### src/rtl/product_accumulator_pkg.sv
// -----------------------------------------------------------------------------
// product_accumulator_pkg
//   Shared definitions for the product accumulator and the multiplier family:
//   default product/accumulator widths and the accumulator FSM state encoding.
// -----------------------------------------------------------------------------
package product_accumulator_pkg;

    // Default widths shared with the 8x8 multipliers (16-bit product stream).
    localparam int PW_DEFAULT = 16;
    localparam int AW_DEFAULT = 17;

    // FSM encoding kept as plain constants so legacy tools and waveform
    // viewers see stable numeric state values.
    typedef logic [1:0] state_t;

    localparam state_t ST_IDLE = 2'd0;
    localparam state_t ST_ACC  = 2'd1;
    localparam state_t ST_DONE = 2'd2;

endpackage : product_accumulator_pkg

### src/rtl/product_accumulator_if.sv
// -----------------------------------------------------------------------------
// product_accumulator_if
//   Product input stream plus group-result output stream of the accumulator.
//   Ports (signals):
//     in_valid  / in_ready / in_prod   product stream (producer -> accumulator)
//     out_valid / out_ready            result handshake (accumulator -> consumer)
//     out_sum   / out_ovf              saturated group sum and sticky overflow
//   Modports:
//     master  the environment: drives products, accepts results
//     slave   the accumulator itself
// -----------------------------------------------------------------------------
interface product_accumulator_if
    import product_accumulator_pkg::*;
#(
    parameter int PW = PW_DEFAULT,
    parameter int AW = AW_DEFAULT
);

    logic          in_valid;
    logic          in_ready;
    logic [PW-1:0] in_prod;
    logic          out_valid;
    logic          out_ready;
    logic [AW-1:0] out_sum;
    logic          out_ovf;

    modport master (
        output in_valid,
        output in_prod,
        input  in_ready,
        input  out_valid,
        input  out_sum,
        input  out_ovf,
        output out_ready
    );

    modport slave (
        input  in_valid,
        input  in_prod,
        output in_ready,
        output out_valid,
        output out_sum,
        output out_ovf,
        input  out_ready
    );

endinterface : product_accumulator_if

### src/rtl/product_accumulator_sat_adder.sv
// -----------------------------------------------------------------------------
// sat_adder
//   Purely combinational unsigned adder that clamps to all-ones on overflow.
//   Ports:
//     a, b   in   AW  unsigned operands
//     sum    out  AW  a+b, or 2^AW-1 when the true sum does not fit
//     carry  out  1   1 = the true sum did not fit (clamping happened)
// -----------------------------------------------------------------------------
module sat_adder #(
    parameter int AW = 17
) (
    input  logic [AW-1:0] a,
    input  logic [AW-1:0] b,
    output logic [AW-1:0] sum,
    output logic          carry
);

    logic [AW:0] full;

    // NOTE: combinational blocks use blocking '=' and assign every output on
    // every path, so no latch can be inferred.
    always_comb begin
        full  = {1'b0, a} + {1'b0, b};
        carry = full[AW];
        sum   = carry ? {AW{1'b1}} : full[AW-1:0];
    end

endmodule : sat_adder

### src/rtl/product_accumulator.sv
// -----------------------------------------------------------------------------
// product_accumulator
//   Back end for the multiplier family: accepts a stream of unsigned products,
//   sums each group of N consecutive products into a saturating AW-bit
//   accumulator and presents the group sum plus a sticky overflow flag.
//   Ports:
//     clk   in   1   rising-edge clock
//     rst   in   1   asynchronous reset, active-high
//     clr   in   1   synchronous abort of the partial group and pending result
//     bus   slave    product stream in, group result out (product_accumulator_if)
//   All interface outputs come straight from registers.
// -----------------------------------------------------------------------------
module product_accumulator
    import product_accumulator_pkg::*;
#(
    parameter int PW = PW_DEFAULT,
    parameter int N  = 4,
    parameter int AW = AW_DEFAULT
) (
    input  logic                 clk,
    input  logic                 rst,
    input  logic                 clr,
    product_accumulator_if.slave bus
);

    localparam int            CW       = $clog2(N);
    localparam logic [CW-1:0] CNT_LAST = CW'(N - 1);

    state_t        state;
    logic          idle_seen;   // first clock after reset release has passed
    logic [CW-1:0] cnt;
    logic [AW-1:0] acc;
    logic          ovf;

    logic          in_ready_q;
    logic          out_valid_q;
    logic [AW-1:0] out_sum_q;
    logic          out_ovf_q;

    logic [AW-1:0] sum_next;
    logic          carry;
    logic          accept;

    assign accept = bus.in_valid & in_ready_q;

    sat_adder #(.AW(AW)) u_sat_adder (
        .a     (acc),
        .b     (AW'(bus.in_prod)),
        .sum   (sum_next),
        .carry (carry)
    );

    // NOTE: sequential state is written only with non-blocking '<=' so every
    // register samples the pre-edge values of the others.
    always_ff @(posedge clk or posedge rst) begin
        if (rst) begin
            state       <= ST_IDLE;
            idle_seen   <= 1'b0;
            cnt         <= '0;
            acc         <= '0;
            ovf         <= 1'b0;
            in_ready_q  <= 1'b0;
            out_valid_q <= 1'b0;
            out_sum_q   <= '0;
            out_ovf_q   <= 1'b0;
        end else if (clr) begin
            // Abort wins over everything, including a same-edge result
            // handshake; out_sum keeps its last value on purpose.
            state       <= ST_ACC;
            cnt         <= '0;
            acc         <= '0;
            ovf         <= 1'b0;
            in_ready_q  <= 1'b1;
            out_valid_q <= 1'b0;
        end else begin
            case (state)
                ST_IDLE: begin
                    // IDLE spans one full clock after reset release before
                    // the block starts accepting products.
                    if (idle_seen) begin
                        state      <= ST_ACC;
                        in_ready_q <= 1'b1;
                    end else begin
                        idle_seen  <= 1'b1;
                    end
                end

                ST_ACC: begin
                    if (accept) begin
                        if (cnt == CNT_LAST) begin
                            // Last product of the group: publish the result on
                            // the accepting edge and start the next group clean.
                            out_sum_q   <= sum_next;
                            out_ovf_q   <= ovf | carry;
                            out_valid_q <= 1'b1;
                            in_ready_q  <= 1'b0;
                            acc         <= '0;
                            cnt         <= '0;
                            ovf         <= 1'b0;
                            state       <= ST_DONE;
                        end else begin
                            acc <= sum_next;
                            ovf <= ovf | carry;
                            cnt <= cnt + 1'b1;
                        end
                    end
                end

                ST_DONE: begin
                    // in_valid is ignored here: in_ready is low throughout.
                    if (bus.out_ready) begin
                        out_valid_q <= 1'b0;
                        in_ready_q  <= 1'b1;
                        state       <= ST_ACC;
                    end
                end

                default: begin
                    state       <= ST_IDLE;
                    idle_seen   <= 1'b0;
                    in_ready_q  <= 1'b0;
                    out_valid_q <= 1'b0;
                end
            endcase
        end
    end

    assign bus.in_ready  = in_ready_q;
    assign bus.out_valid = out_valid_q;
    assign bus.out_sum   = out_sum_q;
    assign bus.out_ovf   = out_ovf_q;

endmodule : product_accumulator

### src/flat_wrapper.sv
// flat-port wrapper written by rule: the top's interface ports become plain ports
module product_accumulator_flat import product_accumulator_pkg::*;
#(
    parameter int PW = PW_DEFAULT,
    parameter int N  = 4,
    parameter int AW = AW_DEFAULT
)
  (clk, rst, clr, bus_in_valid, bus_in_prod, bus_in_ready, bus_out_valid, bus_out_sum, bus_out_ovf, bus_out_ready);
  product_accumulator_if #(.PW(PW), .AW(AW)) bus_i ();
  input  logic clk;
  input  logic rst;
  input  logic clr;
  input wire logic [$bits(bus_i.in_valid)-1:0] bus_in_valid;
  input wire logic [$bits(bus_i.in_prod)-1:0] bus_in_prod;
  output wire logic [$bits(bus_i.in_ready)-1:0] bus_in_ready;
  output wire logic [$bits(bus_i.out_valid)-1:0] bus_out_valid;
  output wire logic [$bits(bus_i.out_sum)-1:0] bus_out_sum;
  output wire logic [$bits(bus_i.out_ovf)-1:0] bus_out_ovf;
  input wire logic [$bits(bus_i.out_ready)-1:0] bus_out_ready;
  assign bus_i.in_valid = bus_in_valid;
  assign bus_i.in_prod = bus_in_prod;
  assign bus_in_ready = bus_i.in_ready;
  assign bus_out_valid = bus_i.out_valid;
  assign bus_out_sum = bus_i.out_sum;
  assign bus_out_ovf = bus_i.out_ovf;
  assign bus_i.out_ready = bus_out_ready;
  product_accumulator #(.PW(PW), .N(N), .AW(AW)) u_core (.clk(clk), .rst(rst), .clr(clr), .bus(bus_i));
endmodule
### config.mk
export PLATFORM = sky130hd
export DESIGN_NAME = product_accumulator_flat
export DESIGN_NICKNAME = d
export VERILOG_FILES = /design/src/rtl/product_accumulator_pkg.sv /design/src/rtl/product_accumulator_if.sv /design/src/rtl/product_accumulator_sat_adder.sv /design/src/rtl/product_accumulator.sv /design/src/flat_wrapper.sv
export SDC_FILE = /design/constraint.sdc
export NUM_CORES = 1
export LEC_CHECK = 0
export ABC_AREA = 1
export CAP_MARGIN = 10
export CORE_MARGIN = 2
export CORE_UTILIZATION = 25
export CTS_CLUSTER_SIZE = 40
export DETAILED_ROUTE_END_ITERATION = 12
export PLACE_DENSITY_LB_ADDON = 0.2
export SYNTH_ARGS = -nofsm -noshare
export SYNTH_HDL_FRONTEND = slang
export SYNTH_SLANG_ARGS = --single-unit
### constraint.sdc
create_clock -name clk -period 2.05 [get_ports clk]
set_input_delay 0.3075 -clock clk [delete_from_list [all_inputs] [get_ports clk]]
set_output_delay 0.3075 -clock clk [all_outputs]
set_load 0.05 [all_outputs]
==> impl_results.md <==
- Mux share of post-synthesis cell area: 0.3851%
- CTS Sinks: 42
- Layout cells sized above 1: 22.35%
- Vias in the first global route: 2926
- R2R setup slack: 0.09 ns
- Global-route wire length before repair: around 14000 um
- Critical path data required time: 2.22 ns
- P&R area growth vs syn: 46.68%
- Sequential area share after synthesis: 35.94%
- # IOs: 41
- Adder-cell share of the synthesized area: 9.671%
- Min-delay worst type: primary input to async pin
- XOR/XNOR Fraction of Synth Area: 1.797%
- Worst-path clk slew: 0.06 ns
- Via density: 4.320
- Run status: completed
- CTS tree: built
- Commonest cells after routing, fill and taps aside: nand2_1 (179), inv_1 (53), buf_4 (50), dfrtp_1 (42), clkdlybuf4s50_1 (32)
- Final Non-Filler Cells: 662
- VDD IR max: 523.6 uV
- Final period utilization: a little over nine tenths
- Most common cell after layout, fill and taps aside: nand2_1
- F_max: 508.3 MHz
- Worst-skew pair later-pin latency: 0.28 ns
- Die height: ~110 um
- Inst Count DP: 652
- Synth top area cells: dfrtp_1 (36%), nand2_1 (24%), ha_1 (9.0%), inv_1 (7.1%), nand3_1 (3.3%)
- # nets final: 561
- Final hold violation count: 0
- Tot GR Track Use: 13.43%
- Initial Util: roughly a quarter
- Synth Area in Compound Gates: approximately 6.2%
- Die width: 112.2 um
- Global placer's final weighted congestion: around 0.86
- WL final: around 8400 um
- Main combinational cell family by area after synthesis: simple AND/OR/NAND/NOR gates
- Root Buffer: clkbuf_16
- Tmin final: 1.967 ns
- Synthesized net count: between 400 and 500
- Synth Area in Simple Gates: 37.10%
- Cts hold-fix bufs: 0
- Arrival time at the worst endpoint: 2.14 ns
- Unique masters post-synth: 34
- Final setup viols: 0
- Critical Path Fanout Max: 8
- Kind of critical path: primary input to flip-flop
- Yosys Warn Count: 0
- Ys flop type: dfrtp_1
- WL/cell: 12.66 um
- Cell Pwr Density: 911.2 mW/mm^2
- Initial antenna violation count: 0
- Num CTS Buffers: 5
- Number of buffers added on ports: 40
- Largest net degree at the start of global routing: between 40 and 50
- FF+latch count, synth: 42
- Leakage: 2.362 nW
- Slew HR: 62.81%
- Global route overflow: 0
- First-pass iteration count of the detailed router: 4
- Clock Skew: 0.003926 ns
- Full die area: between 0.01 and 0.015 sq mm
- Post-DP HPWL: 6585 um
- Post-synth EDFFs: 0
- Post-synthesis async set-or-reset flop share: 100.0%
- H-tree Lvls: 2
- DRT iter0 DRCs: 128
- Worst-margin pin slew: 0.5579 ns
- Top-area cell type share of the netlist area: 35.94%
- Type of destination of the critical path: flip-flop
- DRC viols: 0
- ANT nets after route: 0
- Synth area leader: dfrtp_1
- Mapped cell area: around 0.003 sq mm
- # rows: 39
- Post-Syn Instances: 422
- Clk buf depth: 2
- Core Area: 0.01142 sq mm
- Syn Area/Cell: 6.929 sq um
- Max-Cap Viols: 0
- DR vias: between 2000 and 3000
- ANT cells: 0
- Slack of the critical path: 0.08253 ns
- Worst setup SP type: primary input
- Max-slew violations: 0
- Dpl ws: -0.3406 ns
-- worst max-delay path, cell delays in order --
cell and delay (ns):
clkdlybuf4s50_1 0.52, ha_4 0.23, a21oi_2 0.15, or2_1 0.16, nand3_4 0.09, a21oi_4 0.27, nand3_1 0.24, nand2_1 0.11
nand2_1 0.05
-- registers in the layout, indices dropped and copies added, names as in the netlist --
name,cells
u_core.bus.out_sum,17
u_core.acc,17
u_core.bus.out_valid,1
u_core.idle_seen,1
u_core.ovf,1
u_core.cnt,2
u_core.bus.out_ovf,1
u_core.state,2
-- kinds of logic (layout without fill, tap and decap cells) --
group                    Yosys count  in the layout
AO/OA/AOI/OAI                     31             31
buffers and inverters             66            163
AND/OR/NAND/NOR                  254            254
adder cells (fa/ha/maj)           22             22
XOR/XNOR                           6              6
multiplexers                       1              1
flip-flops                        42             42
-- stage by stage --
stage | hold slack (ns) | instance area [sq um] | utilization, % | power [W] | setup TNS [ns]
after floorplan | 0.4041 | 2924 | - | 0.002182 | 0
after global placement | 0.4684 | 3894 | 34.10 | 0.002913 | -9.696
after detailed placement | 0.4661 | 3894 | 34.10 | 0.002915 | -9.842
after CTS | 0.4897 | 4099 | 35.90 | 0.003823 | 0
after global routing | 0.5195 | 4289 | 37.56 | 0.004217 | -0.04031
final | 0.4700 | 4289 | 37.56 | 0.003908 | 0
-- cell usage after synthesis (2+ instances only) --
cell and count:
nand3_1 19, ha_1 21, o21ai_0 11, and2_1 3, nand2_2 10, a31oi_1 2, a21oi_1 9, o21ai_1 4
nand4_1 3, nor2_2 4, buf_2 2, nor2_1 19, nand3_2 4, inv_1 55, nand2_1 187, dfrtp_1 42
inv_2 3, clkbuf_1 3, xnor2_1 6
-- timing repair --
action,in CTS,in global routing
pin swaps,1,4
gates resized for setup,4,43
setup endpoints to repair,16,35
buffers inserted,1,1
-- routing by layer --
metal | GRT usage (%) | part of all wire (%) | vias up
met5 | 0 | 0 | -
met4 | 3.252 | 1.6 | 0
met3 | 1.620 | 2.1 | 10
met2 | 22.25 | 45 | 39
met1 | 18.78 | 51 | 1314
li1 | - | - | 1497
-- power breakdown --
part / internal [W] / total [W] / switching [W] / leakage, nW
logic: 0.000863 / 0.00196 / 0.00110 / 1.70
clock network: 0.000551 / 0.000860 / 0.000309 / 0.0832
registers: 0.000966 / 0.00109 / 0.000119 / 0.575
total: 0.00238 / 0.00391 / 0.00153 / 2.36
-- final timing paths --
kind / endpoint / cells past startpoint / start
min in group clk: u_core.bus.out_sum[5]$_DFFE_PP0P_ / 2 / u_core.bus.out_sum[5]$_DFFE_PP0P_
worst min register to register: u_core.bus.out_sum[5]$_DFFE_PP0P_ / 2 / u_core.bus.out_sum[5]$_DFFE_PP0P_
worst min-delay path: u_core.bus.out_sum[16]$_DFFE_PP0P_ / 3 / rst
worst max register to register: u_core.bus.out_sum[14]$_DFFE_PP0P_ / 11 / u_core.acc[10]$_DFFE_PP0P_
max in group asynchronous: u_core.acc[7]$_DFFE_PP0P_ / 3 / rst
worst max-delay path: u_core.bus.out_sum[14]$_DFFE_PP0P_ / 9 / bus_in_prod[14]
-- final cells by class --
type / instances / area, sq um
fillers: 1236 / 7129
multi-input cells: 314 / 1797
flip-flops and latches: 42 / 1051
repair buffers: 95 / 869.6
inverters: 60 / 226.5
well taps: 143 / 178.9
clock buffers: 8 / 166.4
(Power assumes the default switching activity.)
